[config.mk]
export PLATFORM = sky130hd
export DESIGN_NAME = uart_tx_arbiter_flat
export DESIGN_NICKNAME = d
export VERILOG_FILES = /design/src/rtl/uart_tx_arbiter_pkg.sv /design/src/rtl/uart_tx_arbiter_if.sv /design/src/rtl/uart_tx_arbiter_rr_arbiter.sv /design/src/rtl/uart_tx_arbiter.sv /design/src/flat_wrapper.sv
export SDC_FILE = /design/constraint.sdc
export NUM_CORES = 1
export LEC_CHECK = 0
export ABC_AREA = 0
export CAP_MARGIN = 10
export CORE_MARGIN = 8
export CORE_UTILIZATION = 47
export CTS_BUF_LIST = sky130_fd_sc_hd__clkbuf_4
export DETAILED_ROUTE_END_ITERATION = 10
export PLACE_DENSITY = 0.79
export SYNTH_ARGS = -nofsm -noshare
export SYNTH_HDL_FRONTEND = slang
export SYNTH_SLANG_ARGS = --single-unit
[constraint.sdc]
create_clock -name clk -period 3.2 [get_ports clk]
set_clock_uncertainty 0.15 [all_clocks]
set_input_delay 0.32 -clock clk [delete_from_list [all_inputs] [get_ports clk]]
set_output_delay 0.32 -clock clk [all_outputs]
set_load 0.05 [all_outputs]
[src/rtl/uart_tx_arbiter_pkg.sv]
// uart_pkg: shared FSM state type, default parameters and pointer helper for uart_tx_arbiter
package uart_pkg;
  localparam int DEF_N_REQ = 4;
  localparam int DEF_LOCK_TIMEOUT = 1024;
  typedef enum logic [2:0] {IDLE, FLUSH, WAIT_BUSY, WAIT_DONE, HOLD} arb_state_e;
  function automatic int unsigned wrap_inc(input int unsigned v, input int unsigned n);
    return (v + 32'd1 >= n) ? 32'd0 : v + 32'd1;
  endfunction
endpackage

[src/rtl/uart_tx_arbiter_if.sv]
// uart_tx_arbiter_if: per-requester byte stream bus (valid/data/last in, one-hot ready out)
interface uart_tx_arbiter_if #(parameter int N_REQ = 4);
  logic [N_REQ-1:0]   req_valid;
  logic [8*N_REQ-1:0] req_data;
  logic [N_REQ-1:0]   req_last;
  logic [N_REQ-1:0]   req_ready;
  modport master (output req_valid, req_data, req_last, input req_ready);
  modport slave (input req_valid, req_data, req_last, output req_ready);
endinterface

[src/rtl/uart_tx_arbiter_rr_arbiter.sv]
// rr_arbiter: combinational round-robin pick of the first active request at or after ptr
module rr_arbiter #(
  parameter int N = 4,
  localparam int IW = $clog2(N)
) (
  input  logic [N-1:0]  req,
  input  logic [IW-1:0] ptr,
  output logic [N-1:0]  gnt,
  output logic [IW-1:0] idx,
  output logic          any
);
  logic [IW:0]   sum;
  logic [IW-1:0] cand;
  // Walk from the farthest slot back to ptr so the nearest active slot is written last and wins.
  always_comb begin
    gnt = '0;
    idx = '0;
    any = 1'b0;
    sum = '0;
    cand = '0;
    for (int k = N - 1; k >= 0; k--) begin
      sum = {1'b0, ptr} + (IW+1)'(k);
      cand = (sum >= (IW+1)'(N)) ? IW'(sum - (IW+1)'(N)) : sum[IW-1:0];
      if (req[cand]) begin
        gnt = N'(1) << cand;
        idx = cand;
        any = 1'b1;
      end
    end
  end
endmodule

[src/rtl/uart_tx_arbiter.sv]
// uart_tx_arbiter: round-robin, message-locking arbiter feeding one byte at a time to a UART transmitter
module uart_tx_arbiter
  import uart_pkg::*;
#(
  parameter int N_REQ = DEF_N_REQ,
  parameter int LOCK_TIMEOUT = DEF_LOCK_TIMEOUT,
  localparam int IW = $clog2(N_REQ),
  localparam int CW = $clog2(LOCK_TIMEOUT + 1)
) (
  input  logic                    clk,
  input  logic                    rst_n,
  uart_tx_arbiter_if.slave        req,
  output logic [7:0]              tx_data,
  output logic                    tx_flush,
  input  logic                    tx_busy,
  output logic [IW-1:0]           grant_id,
  output logic                    grant_active,
  output logic                    lock_timeout
);
  arb_state_e state_q, state_d;
  logic [IW-1:0] rr_ptr_q, rr_ptr_d;
  logic [IW-1:0] grant_id_q, grant_id_d;
  logic grant_active_q, grant_active_d;
  logic [7:0] data_q, data_d;
  logic last_q, last_d;
  logic [CW-1:0] cnt_q, cnt_d;
  logic lock_timeout_q, lock_timeout_d;
  logic [N_REQ-1:0] arb_gnt;
  logic [IW-1:0] arb_idx;
  logic arb_any;
  logic [N_REQ-1:0][7:0] bytes;
  assign bytes = req.req_data;
  rr_arbiter #(.N(N_REQ)) u_rr (
    .req (req.req_valid),
    .ptr (rr_ptr_q),
    .gnt (arb_gnt),
    .idx (arb_idx),
    .any (arb_any)
  );
  assign tx_flush = state_q == FLUSH;
  assign tx_data = data_q;
  assign grant_id = grant_id_q;
  assign grant_active = grant_active_q;
  assign lock_timeout = lock_timeout_q;
  // Next-state and ready decode; ready is only ever driven from IDLE (arbitrated) or HOLD (owner only).
  always_comb begin
    state_d = state_q;
    rr_ptr_d = rr_ptr_q;
    grant_id_d = grant_id_q;
    grant_active_d = grant_active_q;
    data_d = data_q;
    last_d = last_q;
    cnt_d = cnt_q;
    lock_timeout_d = 1'b0;
    req.req_ready = '0;
    case (state_q)
      IDLE: if (!tx_busy && arb_any) begin
        req.req_ready = arb_gnt;
        data_d = bytes[arb_idx];
        last_d = req.req_last[arb_idx];
        grant_id_d = arb_idx;
        state_d = FLUSH;
      end
      FLUSH: state_d = WAIT_BUSY;
      WAIT_BUSY: state_d = tx_busy ? WAIT_DONE : WAIT_BUSY;
      WAIT_DONE: if (!tx_busy) begin
        grant_active_d = !last_q;
        rr_ptr_d = last_q ? IW'(wrap_inc(32'(grant_id_q), N_REQ)) : rr_ptr_q;
        cnt_d = '0;
        state_d = last_q ? IDLE : HOLD;
      end
      HOLD: if (req.req_valid[grant_id_q]) begin
        req.req_ready[grant_id_q] = 1'b1;
        data_d = bytes[grant_id_q];
        last_d = req.req_last[grant_id_q];
        state_d = FLUSH;
      end else if (cnt_q == CW'(LOCK_TIMEOUT - 1)) begin
        lock_timeout_d = 1'b1;
        grant_active_d = 1'b0;
        rr_ptr_d = IW'(wrap_inc(32'(grant_id_q), N_REQ));
        state_d = IDLE;
      end else begin
        cnt_d = cnt_q + 1'b1;
      end
      default: state_d = IDLE;
    endcase
  end
  // State register; reset abandons any lock and leaves the transmitter to finish on its own.
  always_ff @(posedge clk) begin
    if (!rst_n) begin
      state_q <= IDLE;
      rr_ptr_q <= '0;
      grant_id_q <= '0;
      grant_active_q <= 1'b0;
      data_q <= '0;
      last_q <= 1'b0;
      cnt_q <= '0;
      lock_timeout_q <= 1'b0;
    end else begin
      state_q <= state_d;
      rr_ptr_q <= rr_ptr_d;
      grant_id_q <= grant_id_d;
      grant_active_q <= grant_active_d;
      data_q <= data_d;
      last_q <= last_d;
      cnt_q <= cnt_d;
      lock_timeout_q <= lock_timeout_d;
    end
  end
endmodule

[src/flat_wrapper.sv]
// flat-port wrapper written by rule: the top's interface ports become plain ports
module uart_tx_arbiter_flat import uart_pkg::*;
#(
  parameter int N_REQ = DEF_N_REQ,
  parameter int LOCK_TIMEOUT = DEF_LOCK_TIMEOUT,
  localparam int IW = $clog2(N_REQ),
  localparam int CW = $clog2(LOCK_TIMEOUT + 1)
)
  (clk, rst_n, tx_data, tx_flush, tx_busy, grant_id, grant_active, lock_timeout, req_req_valid, req_req_data, req_req_last, req_req_ready);
  uart_tx_arbiter_if #(.N_REQ(N_REQ)) req_i ();
  input  logic clk;
  input  logic rst_n;
  output logic [7:0] tx_data;
  output logic tx_flush;
  input  logic tx_busy;
  output logic [IW-1:0] grant_id;
  output logic grant_active;
  output logic lock_timeout;
  input wire logic [$bits(req_i.req_valid)-1:0] req_req_valid;
  input wire logic [$bits(req_i.req_data)-1:0] req_req_data;
  input wire logic [$bits(req_i.req_last)-1:0] req_req_last;
  output wire logic [$bits(req_i.req_ready)-1:0] req_req_ready;
  assign req_i.req_valid = req_req_valid;
  assign req_i.req_data = req_req_data;
  assign req_i.req_last = req_req_last;
  assign req_req_ready = req_i.req_ready;
  uart_tx_arbiter #(.N_REQ(N_REQ), .LOCK_TIMEOUT(LOCK_TIMEOUT)) u_core (.clk(clk), .rst_n(rst_n), .req(req_i), .tx_data(tx_data), .tx_flush(tx_flush), .tx_busy(tx_busy), .grant_id(grant_id), .grant_active(grant_active), .lock_timeout(lock_timeout));
endmodule
# After elaboration in Yosys (flattened, before gate mapping)
# Cells that the tools add are included.
# Widths: inputs -> output; s select.
# classes
n_addsub	9
mul	0
div_mod_pow	0
n_lt_le_gt_ge	12
n_eq_ne	13
n_shift	4
mux	67
bitwise_logic	2
n_reduce_logical	14
# op_table
cell	n
$mux 11	3
$bmux 8 s2	2
$mux 8	4
$mux 2	13
$mux 4	6
$pmux 11 s2	1
$mux 1	19
$lt 2x3->1 const B	6
$pmux 8 s2	1
$shl 1x2->4 const A	4
$mux 3	5
$pmux 3 s5	1
$bmux 1 s2	7
$ge 3x3->1 const B	4
$add 11x1->11 const B	1
$eq 11x10->1 const B	1
$ne 2x1->1 const B	4
$pmux 4 s2	1
$reduce_and 4->1	2
$sub 2x1->2 const B	4
$add 2x1->3 const B	2
$add 2x2->3 const B	2
$eq 3x2->1 const B	2
$ne 2x2->1 const B	3
17 further kinds	23
# totals
register_bits	29
latchBits	0
mem_bits_rw	0
romBits	0
out_inout_bits	17
wordCells	129
mem_count	0

# Logic depth before layout (Yosys ltp)
# depth
depth_word	13
ltp_mapped	12

# By module
# A second synthesis with hierarchy kept.
# hier_totals
hier_cells	266
area_unflattened_um2	2532.4
# modules_own_cells
mod	n_inst	cells_each	area_each_um2	seq_area_each_um2
uart_tx_arbiter	1	205	2023.2	580.6
rr_arbiter	1	61	509.2	0.0

# Least setup slack after synthesis
# OpenSTA, ideal clock, no wires.
# synth_timing
path_type	register -> output
startpoint	register u_core.rr_ptr_q[0]
endpoint	output port req_req_ready[1]
t_arrival_ns	3.136
required_time_ns	2.730
setup_slack_ns	-0.406
path_stages_with_launch	11
path_buffers	2
cell_sequence	dfxtp_1 -> buf_2 -> inv_1 -> ha_1 -> clkbuf_1 -> mux4_1 -> and2b_2 -> a22oi_1 -> nor2_1 -> a21oi_1 -> o21ai_0
# synth_via
elab_chain_len	12
# synth_lines
item	line_no	text
from (decl)	uart_tx_arbiter.sv:21	logic [IW-1:0] rr_ptr_q, rr_ptr_d;
from (signal assigned)	uart_tx_arbiter.sv:101	rr_ptr_q <= rr_ptr_d;
$add 2x2->3	uart_tx_arbiter_rr_arbiter.sv:22	sum = {1'b0, ptr} + (IW+1)'(k);
$ge 3x3->1 or $sub 2x1->2 (tied branches)	uart_tx_arbiter_rr_arbiter.sv:23	cand = (sum >= (IW+1)'(N)) ? IW'(sum - (IW+1)'(N)) : sum[IW-1:0];
$mux 2	uart_tx_arbiter_rr_arbiter.sv:23	
$bmux 1 s2	uart_tx_arbiter_rr_arbiter.sv:24	if (req[cand]) begin
$mux 1 (not written as such)	uart_tx_arbiter_rr_arbiter.sv:24	
$mux 1 (4 in series)	uart_tx_arbiter_rr_arbiter.sv:24	
$logic_and 1x1->1	uart_tx_arbiter.sv:57	IDLE: if (!tx_busy && arb_any) begin
$mux 4 (*)	uart_tx_arbiter.sv:57	
$pmux 4 s2 (*)	uart_tx_arbiter.sv:56	case (state_q)
to (decl)	flat_wrapper.sv:22	output wire logic [$bits(req_i.req_ready)-1:0] req_req_ready;
# Every way passes the cells marked *; elsewhere a longest branch is shown, timed or not. The select of a mux whose other input is x is not followed.

# Worst setup path in the final report
# layout_timing
startpoint	register u_core.rr_ptr_q[1]
endpoint	output port req_req_ready[3]
# The elaborated chain is that of the path after synthesis.

==> metrics.txt <==
# TYPE chip_impl_metric gauge
chip_impl_metric{name="dpl.hpwl",unit="um"} 5330
chip_impl_metric{name="drcViolationCount",unit=""} 0
chip_impl_metric{name="seqPwrFrac",unit="%"} 35.1
chip_impl_metric{name="grt_antenna_before_repair",unit=""} 0
chip_impl_metric{name="quantity_of_i_o_buffers_inserted_on_ports",unit=""} 59
chip_impl_metric{name="grt.overflow.total",unit=""} 0
chip_impl_metric{name="combinationalPowerShare",unit="%"} 46.8
chip_impl_metric{name="vias_per_cell",unit=""} 5.91
chip_impl_metric{name="drt-initial-drc-count",unit=""} 246
chip_impl_metric{name="area_growth_syn_to_layout",unit="%"} 28.1
chip_impl_metric{name="synthesis.nets",unit=""} 345
chip_impl_metric{name="timing.critical_path.slowest_cell_delay",unit="ns"} 0.52
chip_impl_metric{name="timing.hold.worst_path_depth",unit=""} 2
chip_impl_metric{name="vdd_ir_drop_max",unit="mV"} 0.190
chip_impl_metric{name="coreArea",unit="sq um"} 5170
chip_impl_metric{name="report.final.hold_viol_count",unit=""} 0
chip_impl_info{name="reg2reg_to",value="u_core.tx_data[4]"} 1
chip_impl_metric{name="yosys_warnings",unit=""} 0
chip_impl_metric{name="syn-cell-area",unit="sq um"} 2530
chip_impl_metric{name="dieHeight",unit="um"} 89.4
chip_impl_info{name="crit_type",value="reg -> out"} 1
chip_impl_info{name="hold_path_startpoint",value="u_core.cnt_q[10]"} 1
chip_impl_metric{name="fp-row-count",unit=""} 26
chip_impl_metric{name="synth.ff_latch_count",unit=""} 29
chip_impl_info{name="cts_root_buffer",value="sky130_fd_sc_hd__clkbuf_4"} 1
chip_impl_metric{name="synth-seq-area-share",unit="%"} 22.9
chip_impl_metric{name="htree_levels",unit=""} 2
chip_impl_metric{name="routed_wire_length_per_instance",unit="um"} 17.0
chip_impl_metric{name="achievable-frequency",unit="GHz"} 0.330
chip_impl_metric{name="proportion_of_layout_cells_with_a_drive_suffix_above_1",unit="%"} 15.0
chip_impl_metric{name="die_area",unit="sq um"} 8000
chip_impl_metric{name="power_report.internal_total",unit="W"} 0.000735
chip_impl_metric{name="max_slew_margin",unit="%"} 39.6
chip_impl_metric{name="cts_made_buffers",unit=""} 5
chip_impl_metric{name="final-setup-viol-count",unit=""} 0
chip_impl_info{name="grt_setup_unrepaired",value="false"} 1
chip_impl_metric{name="finalWorstPathRequiredPeriod",unit="ns"} 3.03
chip_impl_metric{name="start_util",unit="%"} 49.0
chip_impl_metric{name="num_vias",unit=""} 2460
chip_impl_metric{name="finalMaxSlewViolations",unit=""} 0
chip_impl_metric{name="worstRegToRegCells",unit=""} 7
chip_impl_metric{name="max_cap_violations",unit=""} 0
chip_impl_metric{name="clock_path_buffers",unit=""} 2
chip_impl_metric{name="leakage_power_summed_over_all_cells",unit="nW"} 1.17
chip_impl_metric{name="pwr_density_cell",unit="nW/um^2"} 387
chip_impl_metric{name="first_global_vias",unit=""} 2347
chip_impl_metric{name="layout_worst_path_cycle_share",unit="%"} 94.7
chip_impl_info{name="tritoncts",value="done"} 1
chip_impl_info{name="ys_dominant_reg_cell",value="sky130_fd_sc_hd__dfxtp_1"} 1
chip_impl_metric{name="clock_sink_total",unit=""} 29
chip_impl_metric{name="chipWidth",unit="um"} 89.4
chip_impl_metric{name="sw_frac_of_total",unit="%"} 41.5
chip_impl_metric{name="source_to_sink_clock_delay_at_the_later_pin_of_the_worst_skew_pair",unit="ns"} 0.35
chip_impl_metric{name="worst-path-buf-inv",unit=""} 2
chip_impl_metric{name="synth.distinct_cells",unit=""} 54
chip_impl_metric{name="power.share.clock",unit="%"} 18.1
chip_impl_info{name="whs_endpoint",value="u_core.cnt_q[10]"} 1
chip_impl_metric{name="number_of_filler_cells_placed_in_the_layout",unit=""} 452
chip_impl_metric{name="worst-slew-pin-transition",unit="ns"} 0.898
chip_impl_metric{name="setup.reg_to_reg.worst_slack",unit="ns"} 0.32
chip_impl_metric{name="clk_pin_slew_worst_paths",unit="ns"} 0.10
chip_impl_metric{name="gpl.final_weighted_congestion",unit=""} 0.916
chip_impl_info{name="regToRegStartpoint",value="u_core.rr_ptr_q[0]"} 1
chip_impl_metric{name="ant_nets",unit=""} 0
chip_impl_metric{name="final_core_util",unit="%"} 62.8
chip_impl_info{name="critPathCaptureType",value="output pin"} 1
chip_impl_metric{name="grt_usage",unit="%"} 18.1
chip_impl_metric{name="multi_input_comb_area",unit="sq um"} 1840
chip_impl_info{name="status",value="finished clean"} 1
chip_impl_metric{name="cp_data_arrival_time",unit="ns"} 2.56
chip_impl_metric{name="cts-hold-fix-buffers",unit=""} 0
chip_impl_info{name="critical-path-top-delay-family",value="multiplexers"} 1
chip_impl_metric{name="post_synth.cell_area_avg",unit="sq um"} 8.80
chip_impl_metric{name="worstPathRequired",unit="ns"} 2.73
chip_impl_metric{name="critPathMaxFanout",unit=""} 8
chip_impl_info{name="hold_path_class",value="reg -> reg"} 1
chip_impl_info{name="timing.critical_path.from_type",value="register"} 1
chip_impl_metric{name="drtPass1Iterations",unit=""} 4
chip_impl_metric{name="num_io_pins",unit=""} 60
chip_impl_metric{name="finalNetCount",unit=""} 402
chip_impl_info{name="critical_path.cell_chain",value="inv_1 -> ha_4 -> mux4_2 -> and2b_2 -> a22oi_1 -> nor2_1 -> a21oi_1 -> o21ai_2 -> buf_4"} 1
chip_impl_metric{name="total_negative_setup_slacks",unit="ns"} 0
chip_impl_metric{name="synth_async_sr_flop_share",unit="%"} 0
chip_impl_metric{name="synth_enable_flop_cells",unit=""} 0
chip_impl_metric{name="net-switching-power",unit="W"} 0.000521
chip_impl_metric{name="detail_route.wirelength",unit="um"} 7090
chip_impl_metric{name="seq_cell_area",unit="sq um"} 581
chip_impl_metric{name="grt_pass1_wl",unit="um"} 11500
chip_impl_metric{name="synth_cells",unit=""} 288
chip_impl_metric{name="insertedDiodeCount",unit=""} 0
chip_impl_metric{name="grt_start_max_net_pins",unit=""} 22
chip_impl_info{name="crit_slowest_cell",value="sky130_fd_sc_hd__mux4_2"} 1
## cell usage after synthesis (all sizes together) (4+ instances only)
| cell | instances | area [sq um] |
|---|---|---|
| or2 | 8 | 50.1 |
| a22oi | 8 | 60.1 |
| buf | 12 | 88.8 |
| a21oi | 24 | 120 |
| ha | 14 | 175 |
| nor2 | 25 | 101 |
| nor3 | 5 | 25.0 |
| o21ai | 19 | 95.1 |
| clkbuf | 6 | 22.5 |
| nor2b | 5 | 38.8 |
| o221ai | 8 | 70.1 |
| nand3 | 8 | 40.0 |
| dfxtp | 29 | 581 |
| or3 | 10 | 63.8 |
| a31oi | 10 | 62.6 |
| o21a | 7 | 60.1 |
| mux4 | 14 | 327 |
| xnor2 | 9 | 78.8 |
| o211ai | 9 | 67.6 |
| and2 | 4 | 25.0 |
| inv | 9 | 33.8 |
| a21boi | 4 | 30.0 |
| nand2 | 8 | 30.0 |
## repair_timing
action	4_1_cts	5_1_grt
setup buffers	0	0
resized for setup	0	4
setup endpoints to repair	0	4
## worst max-delay path by stage
stage / start / slack [ns] / cells after the start / to
3_3_place_gp: req_req_valid[3] / 0.24 / 7 / u_core.tx_data[4]
3_5_place_dp: req_req_valid[0] / 0.10 / 7 / u_core.tx_data[4]
6_report: u_core.rr_ptr_q[1] / 0.17 / 9 / req_req_ready[3]
4_1_cts: u_core.rr_ptr_q[1] / 0.02 / 9 / req_req_ready[3]
5_1_grt: u_core.rr_ptr_q[1] / 0.02 / 9 / req_req_ready[3]
2_1_floorplan: u_core.rr_ptr_q[0] / 0.02 / 10 / req_req_ready[1]
## state kept, by name, indices dropped and copies added, names as in the netlist
signal	flops
u_core.cnt_q	11
u_core.grant_active	1
u_core.grant_id	2
u_core.last_q	1
u_core.lock_timeout	1
u_core.rr_ptr_q	2
u_core.state_q	3
u_core.tx_data	8
## tightest hold or removal path, delay by kind of cell, from the launching register on
family,cells,cell delay [ns]
flip-flops,1,0.33
AND/OR/NAND/NOR,1,0.06
AO/OA/AOI/OAI,1,0.04
## layout make-up
| type | count | share of cell area (%) |
|---|---|---|
| multi-input combinational | 232 | 56.7 |
| timing repair buffer | 68 | 20.0 |
| sequential | 29 | 17.9 |
| tap | 70 | 2.70 |
| clock buffer | 5 | 1.16 |
| inverter | 9 | 1.04 |
| clock inverter | 3 | 0.539 |
## power groups by stage
stage                     clock [W]  combinational, W  sequential [W]
after floorplan                   0          0.000318        0.000524
after CTS                  0.000233          0.000587        0.000441
after global placement            0          0.000578        0.000447
after detailed placement          0          0.000585        0.000449
after global routing       0.000256          0.000632        0.000448
final                      0.000227          0.000588        0.000441
## placed cells by master (no fill, tap or decap), drive strengths merged, types with 10 or more instances in the layout
cell	count
clkdlybuf4s50	55
dfxtp	29
nor2	25
a21oi	24
o21ai	19
ha	14
mux4	14
buf	13
a31oi	10
or3	10
## layer usage
metal  up-vias  global-route usage, %  share of wire (%)
li1       1212                      -                  -
met1      1159                   22.4                 41
met2        78                   31.1                 52
met3        11                   3.31                5.5
met4         0                   5.14                1.5
met5         -                      0                  0
## through the flow
| step | cells | instance area (sq um) | hold WS (ns) | setup slack (ns) | power [W] |
|---|---|---|---|---|---|
| after detailed placement | 408 | 3180 | 0.298 | 0.101 | 0.00103 |
| after global routing | 416 | 3250 | 0.359 | 0.0213 | 0.00134 |
| after global placement | 408 | 3180 | 0.286 | 0.239 | 0.00103 |
| final | 416 | 3250 | 0.309 | 0.169 | 0.00126 |
| after CTS | 416 | 3230 | 0.313 | 0.0154 | 0.00126 |
| after floorplan | 288 | 2550 | 0.276 | 0.0217 | 0.000842 |
## kinds of logic after synthesis
kind of cell / Yosys count / synth area share [%]
buf+inv: 27 / 5.73
compound gates: 102 / 27.0
mux: 19 / 15.0
fa+ha+maj: 14 / 6.91
xor+xnor: 9 / 3.11
simple gates: 88 / 19.4
flops: 29 / 22.9
Note: power is estimated with default switching activity, not from simulation.
